==> src/rtl/hsi_pkg.sv <==
// Shared definitions for the payload path: arbiter state encoding, on/off levels and
// an index helper.
package hsi_pkg;

    typedef enum logic [1:0] {
        ST_IDLE      = 2'd0,
        ST_LAUNCH    = 2'd1,
        ST_WAIT_ACK  = 2'd2,
        ST_WAIT_DONE = 2'd3
    } state_e;

    localparam logic ON  = 1'b1;
    localparam logic OFF = 1'b0;

    localparam int unsigned IDX_W = 3;

    // Increment a source index, wrapping to zero at n.
    function automatic logic [IDX_W-1:0] wrap_inc(input logic [IDX_W-1:0] idx,
                                                  input int unsigned n);
        if (32'(idx) + 32'd1 >= n) begin
            return '0;
        end
        return idx + 1'b1;
    endfunction

endpackage

==> src/rtl/rr_pick.sv <==
// Combinational round-robin picker: first set request bit at or after ptr, with wrap.
module rr_pick
    import hsi_pkg::*;
#(
    parameter int unsigned NUM_SRC = 4
) (
    input  logic [NUM_SRC-1:0] req,
    input  logic [IDX_W-1:0]   ptr,
    output logic               valid,
    output logic [IDX_W-1:0]   idx
);

    int unsigned cand;

    always_comb begin
        valid = OFF;
        idx   = '0;
        cand  = 0;
        // Walk offsets from farthest to nearest so the nearest hit wins.
        for (int off = NUM_SRC - 1; off >= 0; off--) begin
            cand = 32'(ptr) + 32'(off);
            if (cand >= NUM_SRC) begin
                cand = cand - NUM_SRC;
            end
            for (int j = 0; j < NUM_SRC; j++) begin
                if (req[j] && (cand == 32'(j))) begin
                    valid = ON;
                    idx   = IDX_W'(j);
                end
            end
        end
    end

endmodule

==> src/rtl/payload_arbiter.sv <==
// Round-robin arbiter sharing one line coder among NUM_SRC payload generators, with a
// launch-acknowledge timeout that drops a stalled transfer.
module payload_arbiter
    import hsi_pkg::*;
#(
    parameter int unsigned NUM_SRC     = 4,
    parameter int unsigned ACK_TIMEOUT = 15
) (
    input  logic                 clk,
    input  logic                 n_rst,
    input  logic                 clk_en,
    input  logic [NUM_SRC-1:0]   src_rdy,
    input  logic [8*NUM_SRC-1:0] src_data,
    output logic [NUM_SRC-1:0]   src_busy,
    input  logic                 cd_busy,
    output logic                 cd_start,
    output logic [7:0]           cd_data,
    output logic [2:0]           grant_id,
    output logic                 err_timeout
);

    localparam int unsigned CNT_W = $clog2(ACK_TIMEOUT + 1);

    state_e             state_q, state_d;
    logic [IDX_W-1:0]   rr_ptr_q, rr_ptr_d;
    logic [NUM_SRC-1:0] busy_q, busy_d;
    logic               start_q, start_d;
    logic [7:0]         data_q, data_d;
    logic [IDX_W-1:0]   grant_q, grant_d;
    logic               err_q, err_d;
    logic [CNT_W-1:0]   cnt_q, cnt_d;
    logic [CNT_W-1:0]   cnt_inc;
    logic               ack_expired;

    logic               pick_valid;
    logic [IDX_W-1:0]   pick_idx;
    logic [7:0]         pick_byte;
    logic [NUM_SRC-1:0] pick_onehot;

    rr_pick #(
        .NUM_SRC(NUM_SRC)
    ) u_rr_pick (
        .req  (src_rdy),
        .ptr  (rr_ptr_q),
        .valid(pick_valid),
        .idx  (pick_idx)
    );

    always_comb begin
        pick_byte   = '0;
        pick_onehot = '0;
        for (int i = 0; i < NUM_SRC; i++) begin
            if (pick_idx == IDX_W'(i)) begin
                pick_byte      = src_data[8*i +: 8];
                pick_onehot[i] = ON;
            end
        end
    end

    assign cnt_inc     = cnt_q + CNT_W'(1);
    assign ack_expired = (cnt_inc == CNT_W'(ACK_TIMEOUT));

    // State register
    always_ff @(posedge clk or negedge n_rst) begin
        if (!n_rst) begin
            state_q <= ST_IDLE;
        end else if (clk_en) begin
            state_q <= state_d;
        end
    end

    // Next-state logic
    always_comb begin
        state_d = state_q;
        case (state_q)
            ST_IDLE:      if (pick_valid) state_d = ST_LAUNCH;
            ST_LAUNCH:    state_d = ST_WAIT_ACK;
            ST_WAIT_ACK: begin
                if (cd_busy) begin
                    state_d = ST_WAIT_DONE;
                end else if (ack_expired) begin
                    state_d = ST_IDLE;
                end
            end
            ST_WAIT_DONE: if (!cd_busy) state_d = ST_IDLE;
            default:      state_d = ST_IDLE;
        endcase
    end

    // Registered-output next values; pulses default low and are held while clk_en is 0
    always_comb begin
        rr_ptr_d = rr_ptr_q;
        busy_d   = busy_q;
        start_d  = OFF;
        data_d   = data_q;
        grant_d  = grant_q;
        err_d    = OFF;
        cnt_d    = cnt_q;
        case (state_q)
            ST_IDLE: begin
                if (pick_valid) begin
                    data_d  = pick_byte;
                    grant_d = pick_idx;
                    busy_d  = pick_onehot;
                    start_d = ON;
                end
            end
            ST_LAUNCH: cnt_d = '0;
            ST_WAIT_ACK: begin
                if (!cd_busy) begin
                    cnt_d = cnt_inc;
                    if (ack_expired) begin
                        err_d    = ON;
                        busy_d   = '0;
                        rr_ptr_d = wrap_inc(grant_q, NUM_SRC);
                        cnt_d    = '0;
                    end
                end
            end
            ST_WAIT_DONE: begin
                if (!cd_busy) begin
                    busy_d   = '0;
                    rr_ptr_d = wrap_inc(grant_q, NUM_SRC);
                end
            end
            default: ;
        endcase
    end

    always_ff @(posedge clk or negedge n_rst) begin
        if (!n_rst) begin
            rr_ptr_q <= '0;
            busy_q   <= '0;
            start_q  <= OFF;
            data_q   <= 8'h00;
            grant_q  <= '0;
            err_q    <= OFF;
            cnt_q    <= '0;
        end else if (clk_en) begin
            rr_ptr_q <= rr_ptr_d;
            busy_q   <= busy_d;
            start_q  <= start_d;
            data_q   <= data_d;
            grant_q  <= grant_d;
            err_q    <= err_d;
            cnt_q    <= cnt_d;
        end
    end

    assign src_busy    = busy_q;
    assign cd_start    = start_q;
    assign cd_data     = data_q;
    assign grant_id    = grant_q;
    assign err_timeout = err_q;

endmodule

==> config.mk <==
export PLATFORM = sky130hd
export DESIGN_NAME = payload_arbiter
export DESIGN_NICKNAME = d
export VERILOG_FILES = /design/src/rtl/hsi_pkg.sv /design/src/rtl/rr_pick.sv /design/src/rtl/payload_arbiter.sv
export SDC_FILE = /design/constraint.sdc
export NUM_CORES = 1
export LEC_CHECK = 0
export ABC_AREA = 0
export CAP_MARGIN = 20
export CORE_ASPECT_RATIO = 2
export CORE_MARGIN = 10
export CORE_UTILIZATION = 51
export DETAILED_ROUTE_END_ITERATION = 8
export HOLD_SLACK_MARGIN = 0.08
export PLACE_DENSITY_LB_ADDON = 0.3
export SETUP_SLACK_MARGIN = 0.5
export SLEW_MARGIN = 20
export SYNTH_ARGS = -nofsm -noshare
export SYNTH_HDL_FRONTEND = slang
export SYNTH_HIERARCHICAL = 1
export SYNTH_SLANG_ARGS = --single-unit
==> constraint.sdc <==
create_clock -name clk -period 8.1 [get_ports clk]
set_clock_uncertainty 0.15 [all_clocks]
set_input_delay 1.62 -clock clk [delete_from_list [all_inputs] [get_ports clk]]
set_output_delay 1.62 -clock clk [all_outputs]
set_load 0.02 [all_outputs]
==> results of run 1 <==
## power by group through the flow
stage | combinational [mW] | clock (mW) | sequential (mW)
after detailed placement | 0.409 | 0 | 0.233
final | 0.408 | 0.0828 | 0.233
after CTS | 0.410 | 0.0849 | 0.232
after global placement | 0.400 | 0 | 0.233
after floorplan | 0.273 | 0 | 0.242
after global routing | 0.453 | 0.0898 | 0.241
## sequential cells by signal, indices dropped and copies added (netlist names)
signal       count
cd_data          8
cnt_q            4
src_busy         4
grant_id         3
rr_ptr_q         3
state_q          2
cd_start         1
err_timeout      1
## cell type report
type	count	area, um2	area share
clock buffer	4	55.1	0.0220
inverter	17	63.8	0.0256
multi-input combinational	135	1100	0.440
tap	49	61.3	0.0245
timing repair buffer	57	568	0.227
sequential	26	651	0.261
## worst register-to-register path, stage by stage, from the launching register on
cell and delay, ns:
dfrtp_1 0.66, inv_1 0.26, ha_1 0.41, or3b_1 0.41
a32oi_1 0.21, o21ai_1 0.10, a41oi_2 0.72, mux4_2 0.59
a22o_1 0.20
## kinds of logic after synthesis
group	share of synthesized area
AO/OA/AOI/OAI	0.235
adder cells (fa/ha/maj)	0.0472
buffers and inverters	0.0579
flip-flops	0.350
multiplexers	0.142
other	0.00202
AND/OR/NAND/NOR	0.165
## through the flow
stage | power (mW) | cells | hold WS, ns
after floorplan | 0.515 | 186 | 0.366
after global placement | 0.634 | 284 | 0.339
after detailed placement | 0.642 | 284 | 0.344
after CTS | 0.727 | 288 | 0.365
after global routing | 0.784 | 288 | 0.384
final | 0.723 | 288 | 0.358
## layer usage
layer	part of all wire	global-route usage
met1	0.36	0.147
met5	0	0
met2	0.58	0.306
met4	0.036	0.0707
met3	0.026	0.0255
## path summary, 6_finish.rpt
path / startpoint / endpoint / cells after the start
min in group asynchronous: n_rst / err_timeout$_DFFE_PN0P_ / 2
setup reg to reg: rr_ptr_q[1]$_DFFE_PN0P_ / cd_data[6]$_DFFE_PN0P_ / 8
hold / removal: cd_data[5]$_DFFE_PN0P_ / cd_data[5]$_DFFE_PN0P_ / 1
setup / recovery: src_rdy[0] / cd_data[6]$_DFFE_PN0P_ / 7
hold reg to reg: cd_data[5]$_DFFE_PN0P_ / cd_data[5]$_DFFE_PN0P_ / 1
max in group asynchronous: n_rst / grant_id[2]$_DFFE_PN0P_ / 2
## placed cells by master (no fill, tap or decap), types with 3 or more instances in the layout
master / count
a21oi_1: 10
a22o_1: 8
clkbuf_8: 4
clkdlybuf4s50_1: 56
dfrtp_1: 26
ha_1: 7
inv_1: 17
mux2_2: 3
mux4_2: 8
nand2_1: 11
nand2b_1: 9
nand3_1: 4
nor2_1: 11
nor2b_1: 5
o211ai_1: 4
o21ai_0: 6
o21ai_1: 5
o22ai_1: 5
==> summary.md, run 1 <==
| Metric | Value |
|---|---|
| Worst-Margin Slew | `0.814 ns` |
| Tcrit/Tclk final | `0.514` |
| HP Class | `reg2reg` |
| FFs w/ async S/R, synth | `1.00` |
| Status | `completed` |
| I/O Pins | `57` |
| Max Slew Vio Count | `0` |
| GPL Wtd Cong | `0.902` |
| Clock Pin Slew Worst Setup and Hold Paths | `0.09 ns` |
| Post-CTS sizing | `0` |
| Critical Path RT | `8.11 ns` |
| Initial core utilization | `0.520` |
| Antenna Violating Nets Remaining | `0` |
| Layout cells sized above 1 | `0.117` |
| GRT overflow | `0` |
| Critical path capture point type | `register` |
| Number of remaining DRC errors | `0` |
| Row count | `31` |
| DR WL/cell | `17.1 um` |
| Fin Setup TNS | `0 ns` |
| Max VDD drop | `205 uV` |
| Share of the synthesized area in the top cell type | `0.350` |
| Clock Power Share | `0.115` |
| CP peak stage delay | `0.72 ns` |
| GRT Total Usage | `0.155` |
| Die Y | `105 um` |
| Internal power | `0.426 mW` |
| Final Hold Viols | `0` |
| Root Buffer | `clkbuf_8` |
| Initial antenna violation count | `0` |
| Vias in the first global route | `1,804` |
| Vias | `1,654` |
| 1st-pass router iterations | `4` |
| Flop2flop setup slack | `4.28 ns` |
| Cells along the critical path | `clkdlybuf4s50_1 > mux2_2 > a32oi_1 > o21ai_1 > a41oi_2 > mux4_2 > a22o_1` |
| Synth Flop Type | `dfrtp_1` |
| Mapped Area | `0.00186 mm2` |
| Final setup fails | `0` |
| Unrepaired setup endpoints after global routing | `no` |
| Nets | `287` |
| Crit path max fanout | `12` |
| Mean post-synth cell area | `9.98 um2` |
| Post-DP Area | `0.00244 mm2` |
| Antenna fix cells | `0` |
| Iteration-0 DRC Markers | `43` |
| Slew headroom | `0.458` |
| CTS tree | `yes` |
| Core area | `0.00357 mm2` |
| Setup WS pre-CTS | `3.61 ns` |
| Area Overhead vs Synth | `34.5%` |
| # hold bufs at CTS | `0` |
| Die Width | `62.7 um` |
| Synth top area cells | `dfrtp_1 (35%), mux4_2 (9.7%), ha_1 (4.7%)` |
| Cell taking the most area after synthesis | `dfrtp_1` |
| Post-Route Utilization | `0.700` |
| Synth warn | `6` |
| Top-count cell post-synth | `dfrtp_1` |
| Die area | `0.00660 mm2` |
| Finished Cell Area | `0.00250 mm2` |
| Worst EP arrival | `4.18 ns` |
| Max H-tree Level | `1` |
| First-pass GRT wire length | `8510 um` |
| Mapped Cells | `186` |
| Psw | `0.297 mW` |
| Post CTS Setup Buffer Count | `0` |
| CP Buf/Inv Count | `1` |
| Flop pwr share | `0.322` |
| Logic pwr share | `0.564` |
| Commonest cells in the netlist | `dfrtp_1 (26), inv_1 (17), nand2_1 (11), nor2_1 (11), a21oi_1 (10)` |
| Later-pin clock latency in the skew report | `0.27 ns` |
| Max Buffers Root-to-Sink | `2` |
| Slowest-stage cell, CP | `a41oi_2` |
| CTS Buf Count | `3` |
| Vias per cell | `5.74` |
| Detailed Place HPWL | `4010 um` |
| Worst Setup Start Kind | `primary input` |
| Final WL | `4940 um` |
| Syn_nets | `233` |
| Yosys reg bits | `26` |
| Fillers | `300` |
| Maxcap violations | `0` |
| Tmin final | `4.17 ns` |
| Post-synth cell types | `47` |
| Family with the most delay on the worst path | `compound AO/OA/AOI/OAI gates` |
| LEAKAGE | `0.999 nW` |
| Number of synthesized flops with an enable pin | `0` |
| Final setup margin | `3.93 ns` |
| Clk sink count | `26` |
| Port bufs | `56` |
| Fmax | `240 MHz` |
| Sw Share | `0.411` |
| Worst Setup Path Type | `in2reg` |
| Pwr Density | `290 mW/mm2` |
| Seq/Total Area, Yosys | `0.350` |
| Largest net degree at the start of global routing | `27` |
Note: power is estimated with default switching activity, not from simulation.
==> run 2: changes to the inputs <==
--- a/config.mk
+++ b/config.mk
@@ -9,7 +9,7 @@
 export CAP_MARGIN = 20
 export CORE_ASPECT_RATIO = 2
 export CORE_MARGIN = 10
-export CORE_UTILIZATION = 51
+export CORE_UTILIZATION = 42
 export DETAILED_ROUTE_END_ITERATION = 8
 export HOLD_SLACK_MARGIN = 0.08
 export PLACE_DENSITY_LB_ADDON = 0.3
==> constraint.sdc (replaced) <==
create_clock -name clk -period 3.7 [get_ports clk]
set_clock_uncertainty 0.15 [all_clocks]
set_input_delay 0.74 -clock clk [delete_from_list [all_inputs] [get_ports clk]]
set_output_delay 0.74 -clock clk [all_outputs]
set_load 0.02 [all_outputs]
==> run 2 against run 1 <==
- cell count increased by 3.1%
- total power increased by 130%
- largest power group unchanged
- non-clock buffer count increased by 4
- critical endpoint is now cd_data[4]$_DFFE_PN0P_
- highest routed layer unchanged
- utilization decreased by 11 points
==> summary.md, run 2 (synthesized netlist as in run 1, its figures left out) <==
| Metric | Value |
|---|---|
| Vias per cell | `5.64 (-1.9%)` |
| Max Slew Vio Count | `0 (unchanged)` |
| Max reg flops | `8 (unchanged)` |
| Clk sink count | `26 (unchanged)` |
| Pwr Density | `642 mW/mm2 (+120%)` |
| Max VDD drop | `419 uV (+100%)` |
| Initial core utilization | `0.432 (-0.0882)` |
| Detailed Place HPWL | `4490 um (+12%)` |
| Largest net degree at the start of global routing | `27 (unchanged)` |
| Worst Setup Path Type | `reg2reg` |
| I/O Pins | `57 (unchanged)` |
| Die Y | `114 um (+8.3%)` |
| HP Class | `reg2reg` |
| Final Hold Viols | `0 (unchanged)` |
| Critical path capture point type | `register` |
| Fmax | `331 MHz` |
| GRT overflow | `0 (unchanged)` |
| Core area | `0.00430 mm2 (+20%)` |
| Met3 Resource Use GR | `0.0128 (-0.0127)` |
| Most common cell after layout, fill and taps aside | `clkdlybuf4s50_1` |
| Max Buffers Root-to-Sink | `2 (unchanged)` |
| FF-to-FF path depth | `9 (+1)` |
| Die Width | `67.0 um (+6.9%)` |
| Met1 GRT Util | `0.129 (-0.0182)` |
| Antenna Violating Nets Remaining | `0 (unchanged)` |
| Fillers | `388 (+29%)` |
| GPL Wtd Cong | `0.874 (-3.1%)` |
| Cells along the critical path | `buf_4 > ha_2 > or3b_1 > a32oi_1 > o21ai_1 > a41oi_2 > buf_6 > mux4_2 > a22o_1` |
| Nets | `291 (+1.4%)` |
| Worst EP arrival | `3.04 ns (-1.14 ns)` |
| Port bufs | `56 (unchanged)` |
| Status | `completed` |
| Worst reg2reg path endpoint | `cd_data[4]$_DFFE_PN0P_` |
| Root Buffer | `clkbuf_8` |
| Antenna fix cells | `0 (unchanged)` |
| Fin Setup TNS | `0 ns (unchanged)` |
| Vias | `1,674 (+1.2%)` |
| Area Overhead vs Synth | `37.2%` |
| Grt met2 use | `0.300 (-0.00579)` |
| Flop2flop setup slack | `0.68 ns (-3.60 ns)` |
| Clock Pin Slew Worst Setup and Hold Paths | `0.09 ns (about the same)` |
| RR Startpoint | `rr_ptr_q[1]$_DFFE_PN0P_` |
| Layout cells sized above 1 | `0.144 (+0.0269)` |
| CP Launch Point | `rr_ptr_q[1]$_DFFE_PN0P_` |
| Initial antenna violation count | `0 (unchanged)` |
| Number of remaining DRC errors | `0 (unchanged)` |
| Final WL | `5460 um (+10%)` |
| Final setup fails | `0 (unchanged)` |
| Unrepaired setup endpoints after global routing | `no` |
| 1st-pass router iterations | `4 (unchanged)` |
| Critical Path RT | `3.72 ns (-4.39 ns)` |
| Die area | `0.00764 mm2 (+16%)` |
| Worst Setup Start Kind | `register` |
| Crit path depth | `9 (+2)` |
| Maxcap violations | `0 (unchanged)` |
| Worst-Margin Slew | `0.566 ns (-0.248 ns)` |
| Max H-tree Level | `1 (unchanged)` |
| Crit path max fanout | `14 (+2)` |
| Gr busiest metal | `met2` |
| Later-pin clock latency in the skew report | `0.27 ns (about the same)` |
| Row count | `34 (+9.7%)` |
| Slew headroom | `0.620 (+0.163)` |
| Tcrit/Tclk final | `0.816` |
| # hold bufs at CTS | `0 (unchanged)` |
| Final hold slack | `0.370 ns (+0.0124 ns)` |
| CP Buf/Inv Count | `2 (+1)` |
| CP peak stage delay | `0.52 ns (-0.20 ns)` |
| DR WL/cell | `18.4 um (+7.1%)` |
| CTS tree | `yes` |
| Vias in the first global route | `1,755 (-2.7%)` |
| Commonest non-fill, non-tap cells in the layout | `clkdlybuf4s50_1 (56), dfrtp_1 (26), inv_1 (16), nand2_1 (11), nor2_1 (11)` |
| Iteration-0 DRC Markers | `55 (+28%)` |
| Crit path to | `cd_data[4]$_DFFE_PN0P_` |
| Tot Pwr | `1.64 mW (+130%)` |
| Tmin final | `3.02 ns` |
| Family with the most delay on the worst path | `compound AO/OA/AOI/OAI gates` |
| First-pass GRT wire length | `8690 um (+2.0%)` |
| CTS Buf Count | `3 (unchanged)` |
| LEAKAGE | `1.02 nW (+2.0%)` |
| GRT Total Usage | `0.148 (-0.00642)` |
| Slowest-stage cell, CP | `mux4_2` |
-- run 2: final cells by class --
class	instances	area [um2]	area share
flip-flops and latches	26	651	0.255
repair buffers	61	602	0.236
well taps	54	67.6	0.0265
clock buffers	4	55.1	0.0216
inverters	17	63.8	0.0250
multi-input cells	135	1110	0.435
-- run 2: worst min path at each step --
stage,start,end,depth (start not counted)
6_report,cd_data[7]$_DFFE_PN0P_,cd_data[7]$_DFFE_PN0P_,1
5_1_grt,cd_data[6]$_DFFE_PN0P_,cd_data[6]$_DFFE_PN0P_,1
4_1_cts,cd_data[5]$_DFFE_PN0P_,cd_data[5]$_DFFE_PN0P_,1
3_5_place_dp,cd_data[0]$_DFFE_PN0P_,cd_data[0]$_DFFE_PN0P_,1
3_3_place_gp,cd_data[3]$_DFFE_PN0P_,cd_data[3]$_DFFE_PN0P_,1
2_1_floorplan,n_rst,cd_data[0]$_DFFE_PN0P_,0
-- run 2: metrics by stage --
step | instances | cell area [um2] | utilization | setup slack [ns]
2_1_floorplan | 186 | 1860 | - | 0.666
3_3_place_gp | 291 | 2460 | 0.573 | 0.332
3_5_place_dp | 291 | 2460 | 0.573 | 0.327
4_1_cts | 295 | 2520 | 0.587 | 0.542
5_1_grt | 297 | 2550 | 0.593 | 0.524
6_report | 297 | 2550 | 0.593 | 0.680
-- run 2: worst reg2reg max path, cell delays in order (launching register included) --
cell and delay [ns]:
dfrtp_1 0.41, buf_4 0.20, ha_2 0.25, or3b_1 0.44, a32oi_1 0.22, o21ai_1 0.10, a41oi_2 0.22, buf_6 0.20
mux4_2 0.52, a22o_1 0.21
-- run 2: metal layers --
layer / up-vias / share of wire
met5: - / 0
met4: 0 / 0.035
met3: 10 / 0.034
met2: 36 / 0.62
met1: 825 / 0.31
li1: 803 / -
-- run 2: what timing repair did --
action	in CTS	in global routing
endpoints found under the setup margin	8	13
pin swaps	0	1
buffers inserted	0	2
resized for setup	1	4
-- run 2: power breakdown --
part | internal, mW | switching, mW
Combinational | 0.489 | 0.470
Sequential | 0.376 | 0.116
Clock | 0.0953 | 0.0907
Total | 0.960 | 0.677
==> run 3: changes to the inputs <==
==> constraint.sdc (replaced) <==
create_clock -name clk -period 2.65 [get_ports clk]
set_clock_uncertainty 0.15 [all_clocks]
set_input_delay 0.53 -clock clk [delete_from_list [all_inputs] [get_ports clk]]
set_output_delay 0.53 -clock clk [all_outputs]
set_load 0.02 [all_outputs]
==> run 3 against run 2 <==
- the flow now finishes with violations (negative setup slack)
- setup slack got worse by 0.80 ns
- combinational power is 73% higher
- utilization grew 7.7 points
- sequential share of layout area decreased by 2.9 points
- register-to-register slack lost 0.80 ns
- critical path depth is 1 higher
- non-clock buffer count rose by 27
- total power up 63%
- first-iteration DRC count up 9.1%
- hold slack lost 0.010 ns
- clock power rose by 78%
- cell count rose by 9.1%
- critical path type unchanged
==> summary.md, run 3 (synthesized netlist as in run 1, its figures left out) <==
| Metric | Value |
|---|---|
| Fmax | `361 MHz (+9.0%)` |
| Later-pin clock latency in the skew report | `0.27 ns (about the same)` |
| 1st-pass router iterations | `4 (unchanged)` |
| Finished Cell Area | `0.00288 mm2 (+13%)` |
| Pwr Density | `924 mW/mm2 (+44%)` |
| Worst-Margin Slew | `0.528 ns (-0.0381 ns)` |
| Worst Setup Path Type | `reg2reg` |
| # hold bufs at CTS | `0 (unchanged)` |
| Vias | `1,777 (+6.2%)` |
| Final setup margin | `-0.120 ns (-0.800 ns)` |
| Tot Pwr | `2.66 mW (+63%)` |
| Slew headroom | `0.646 (+0.0256)` |
| Final Hold Viols | `0 (unchanged)` |
| HP Class | `reg2reg` |
| FF-to-FF path depth | `10 (+1)` |
| Clk sink count | `26 (unchanged)` |
| LEAKAGE | `1.19 nW (+17%)` |
| I/O Pins | `57 (unchanged)` |
| Vias in the first global route | `1,807 (+3.0%)` |
| Critical path capture point type | `register` |
| First-pass GRT wire length | `8600 um (-0.96%)` |
| Max H-tree Level | `1 (unchanged)` |
| Nets | `318 (+9.3%)` |
| Worst EP arrival | `2.78 ns (-0.26 ns)` |
| Status | `complete, but fails checks` |
| Crit path max fanout | `5 (-9)` |
| Final hold slack | `0.360 ns (-0.0103 ns)` |
| Vias per cell | `5.48 (-2.7%)` |
| Critical Path RT | `2.66 ns (-1.06 ns)` |
| Die area | `0.00764 mm2 (unchanged)` |
| Max reg flops | `8 (unchanged)` |
| Detailed Place HPWL | `4250 um (-5.4%)` |
| Fillers | `351 (-9.5%)` |
| CTS tree | `yes` |
| Maxcap violations | `0 (unchanged)` |
| Number of remaining DRC errors | `0 (unchanged)` |
| Post-DP Area | `0.00267 mm2 (+8.3%)` |
| Unrepaired setup endpoints after global routing | `yes` |
| DR WL/cell | `17.0 um (-7.4%)` |
| Multi-input gate area | `0.00118 mm2 (+6.4%)` |
| Hold path cells | `1 (unchanged)` |
| Clock Pin Slew Worst Setup and Hold Paths | `0.09 ns (about the same)` |
| Antenna fix cells | `0 (unchanged)` |
| Final WL | `5510 um (+1.0%)` |
| Layout cells sized above 1 | `0.278 (+0.134)` |
| Die Width | `67.0 um (unchanged)` |
| Commonest non-fill, non-tap cells in the layout | `clkdlybuf4s50_1 (56), dfrtp_1 (26), buf_4 (26), inv_1 (15)` |
| Antenna Violating Nets Remaining | `0 (unchanged)` |
| GRT Total Usage | `0.140 (-0.00835)` |
| Iteration-0 DRC Markers | `60 (+9.1%)` |
| Port bufs | `56 (unchanged)` |
| Max VDD drop | `539 uV (+29%)` |
| Initial core utilization | `0.432 (unchanged)` |
| Failing checks | `negative setup slack` |
| Worst Setup Start Kind | `register` |
| Initial antenna violation count | `0 (unchanged)` |
| CTS Buf Count | `3 (unchanged)` |
| Largest net degree at the start of global routing | `27 (unchanged)` |
| Setup WS pre-CTS | `-0.232 ns (-0.559 ns)` |
| Most common cell after layout, fill and taps aside | `clkdlybuf4s50_1` |
| Row count | `34 (unchanged)` |
| Tcrit/Tclk final | `1.05 (+0.229)` |
| Max Slew Vio Count | `0 (unchanged)` |
| Final setup fails | `9 (+9)` |
| Area Overhead vs Synth | `55.1%` |
| Register area | `651 um2 (unchanged)` |
| Root Buffer | `clkbuf_8` |
| GPL Wtd Cong | `0.810 (-7.4%)` |
| Tmin final | `2.77 ns (-0.250 ns)` |
| Die Y | `114 um (unchanged)` |
| Core area | `0.00430 mm2 (unchanged)` |
| GRT overflow | `0 (unchanged)` |
| Max Buffers Root-to-Sink | `2 (unchanged)` |
[run 3: area by class of cell]
class | instances | share of cell area
Multi-Input combinational cell | 135 | 0.410
Timing Repair Buffer | 88 | 0.294
Sequential cell | 26 | 0.226
Tap cell | 54 | 0.0235
Inverter | 17 | 0.0222
Clock buffer | 3 | 0.0143
Clock inverter | 1 | 0.0104
[run 3: stage by stage]
stage,utilization,TNS (ns),std cells
floorplan,-,-0.496,186
global placement,0.621,-2.33,314
detailed placement,0.621,-2.57,314
CTS,0.647,-0.471,320
global route,0.670,-2.03,324
finish,0.670,-0.786,324
[run 3: what timing repair did]
item,CTS,global route
resized for setup,9,12
setup endpoints to repair,17,17
setup buffers,2,3
gates cloned,0,1
pin swaps,1,6
[run 3: final timing paths]
| kind | from | end | slack, ns |
|---|---|---|---|
| setup / recovery | rr_ptr_q[1]$_DFFE_PN0P_ | cd_data[7]$_DFFE_PN0P_ | -0.12 |
| hold / removal | cd_data[1]$_DFFE_PN0P_ | cd_data[1]$_DFFE_PN0P_ | 0.36 |
| setup reg to reg | rr_ptr_q[1]$_DFFE_PN0P_ | cd_data[7]$_DFFE_PN0P_ | -0.12 |
| hold reg to reg | cd_data[1]$_DFFE_PN0P_ | cd_data[1]$_DFFE_PN0P_ | 0.36 |
| max in group asynchronous | n_rst | cd_data[1]$_DFFE_PN0P_ | 1.61 |
| min in group asynchronous | n_rst | src_busy[2]$_DFFE_PN0P_ | 0.48 |
[run 3: metal layers]
| layer | vias to the layer above | GRT usage | routed length, um |
|---|---|---|---|
| li1 | 857 | - | - |
| met5 | - | 0 | 0 |
| met2 | 67 | 0.253 | 2870 |
| met3 | 8 | 0.0275 | 383 |
| met1 | 845 | 0.155 | 2170 |
| met4 | 0 | 0.0427 | 92 |
[run 3: worst max-delay path: stages (launching register included)]
cell       delay, ns
dfrtp_1         0.43
inv_2           0.09
ha_4            0.22
or3b_4          0.37
a32oi_1         0.18
o21ai_1         0.10
a41oi_2         0.16
buf_6           0.14
clkbuf_16       0.14
mux4_2          0.49
a22o_1          0.20
[run 3: where the power goes]
part / internal (mW) / switching [mW] / leakage (nW)
sequential: 0.524 / 0.143 / 0.336
combinational: 0.924 / 0.737 / 0.819
clock: 0.202 / 0.130 / 0.0357
total: 1.65 / 1.01 / 1.19
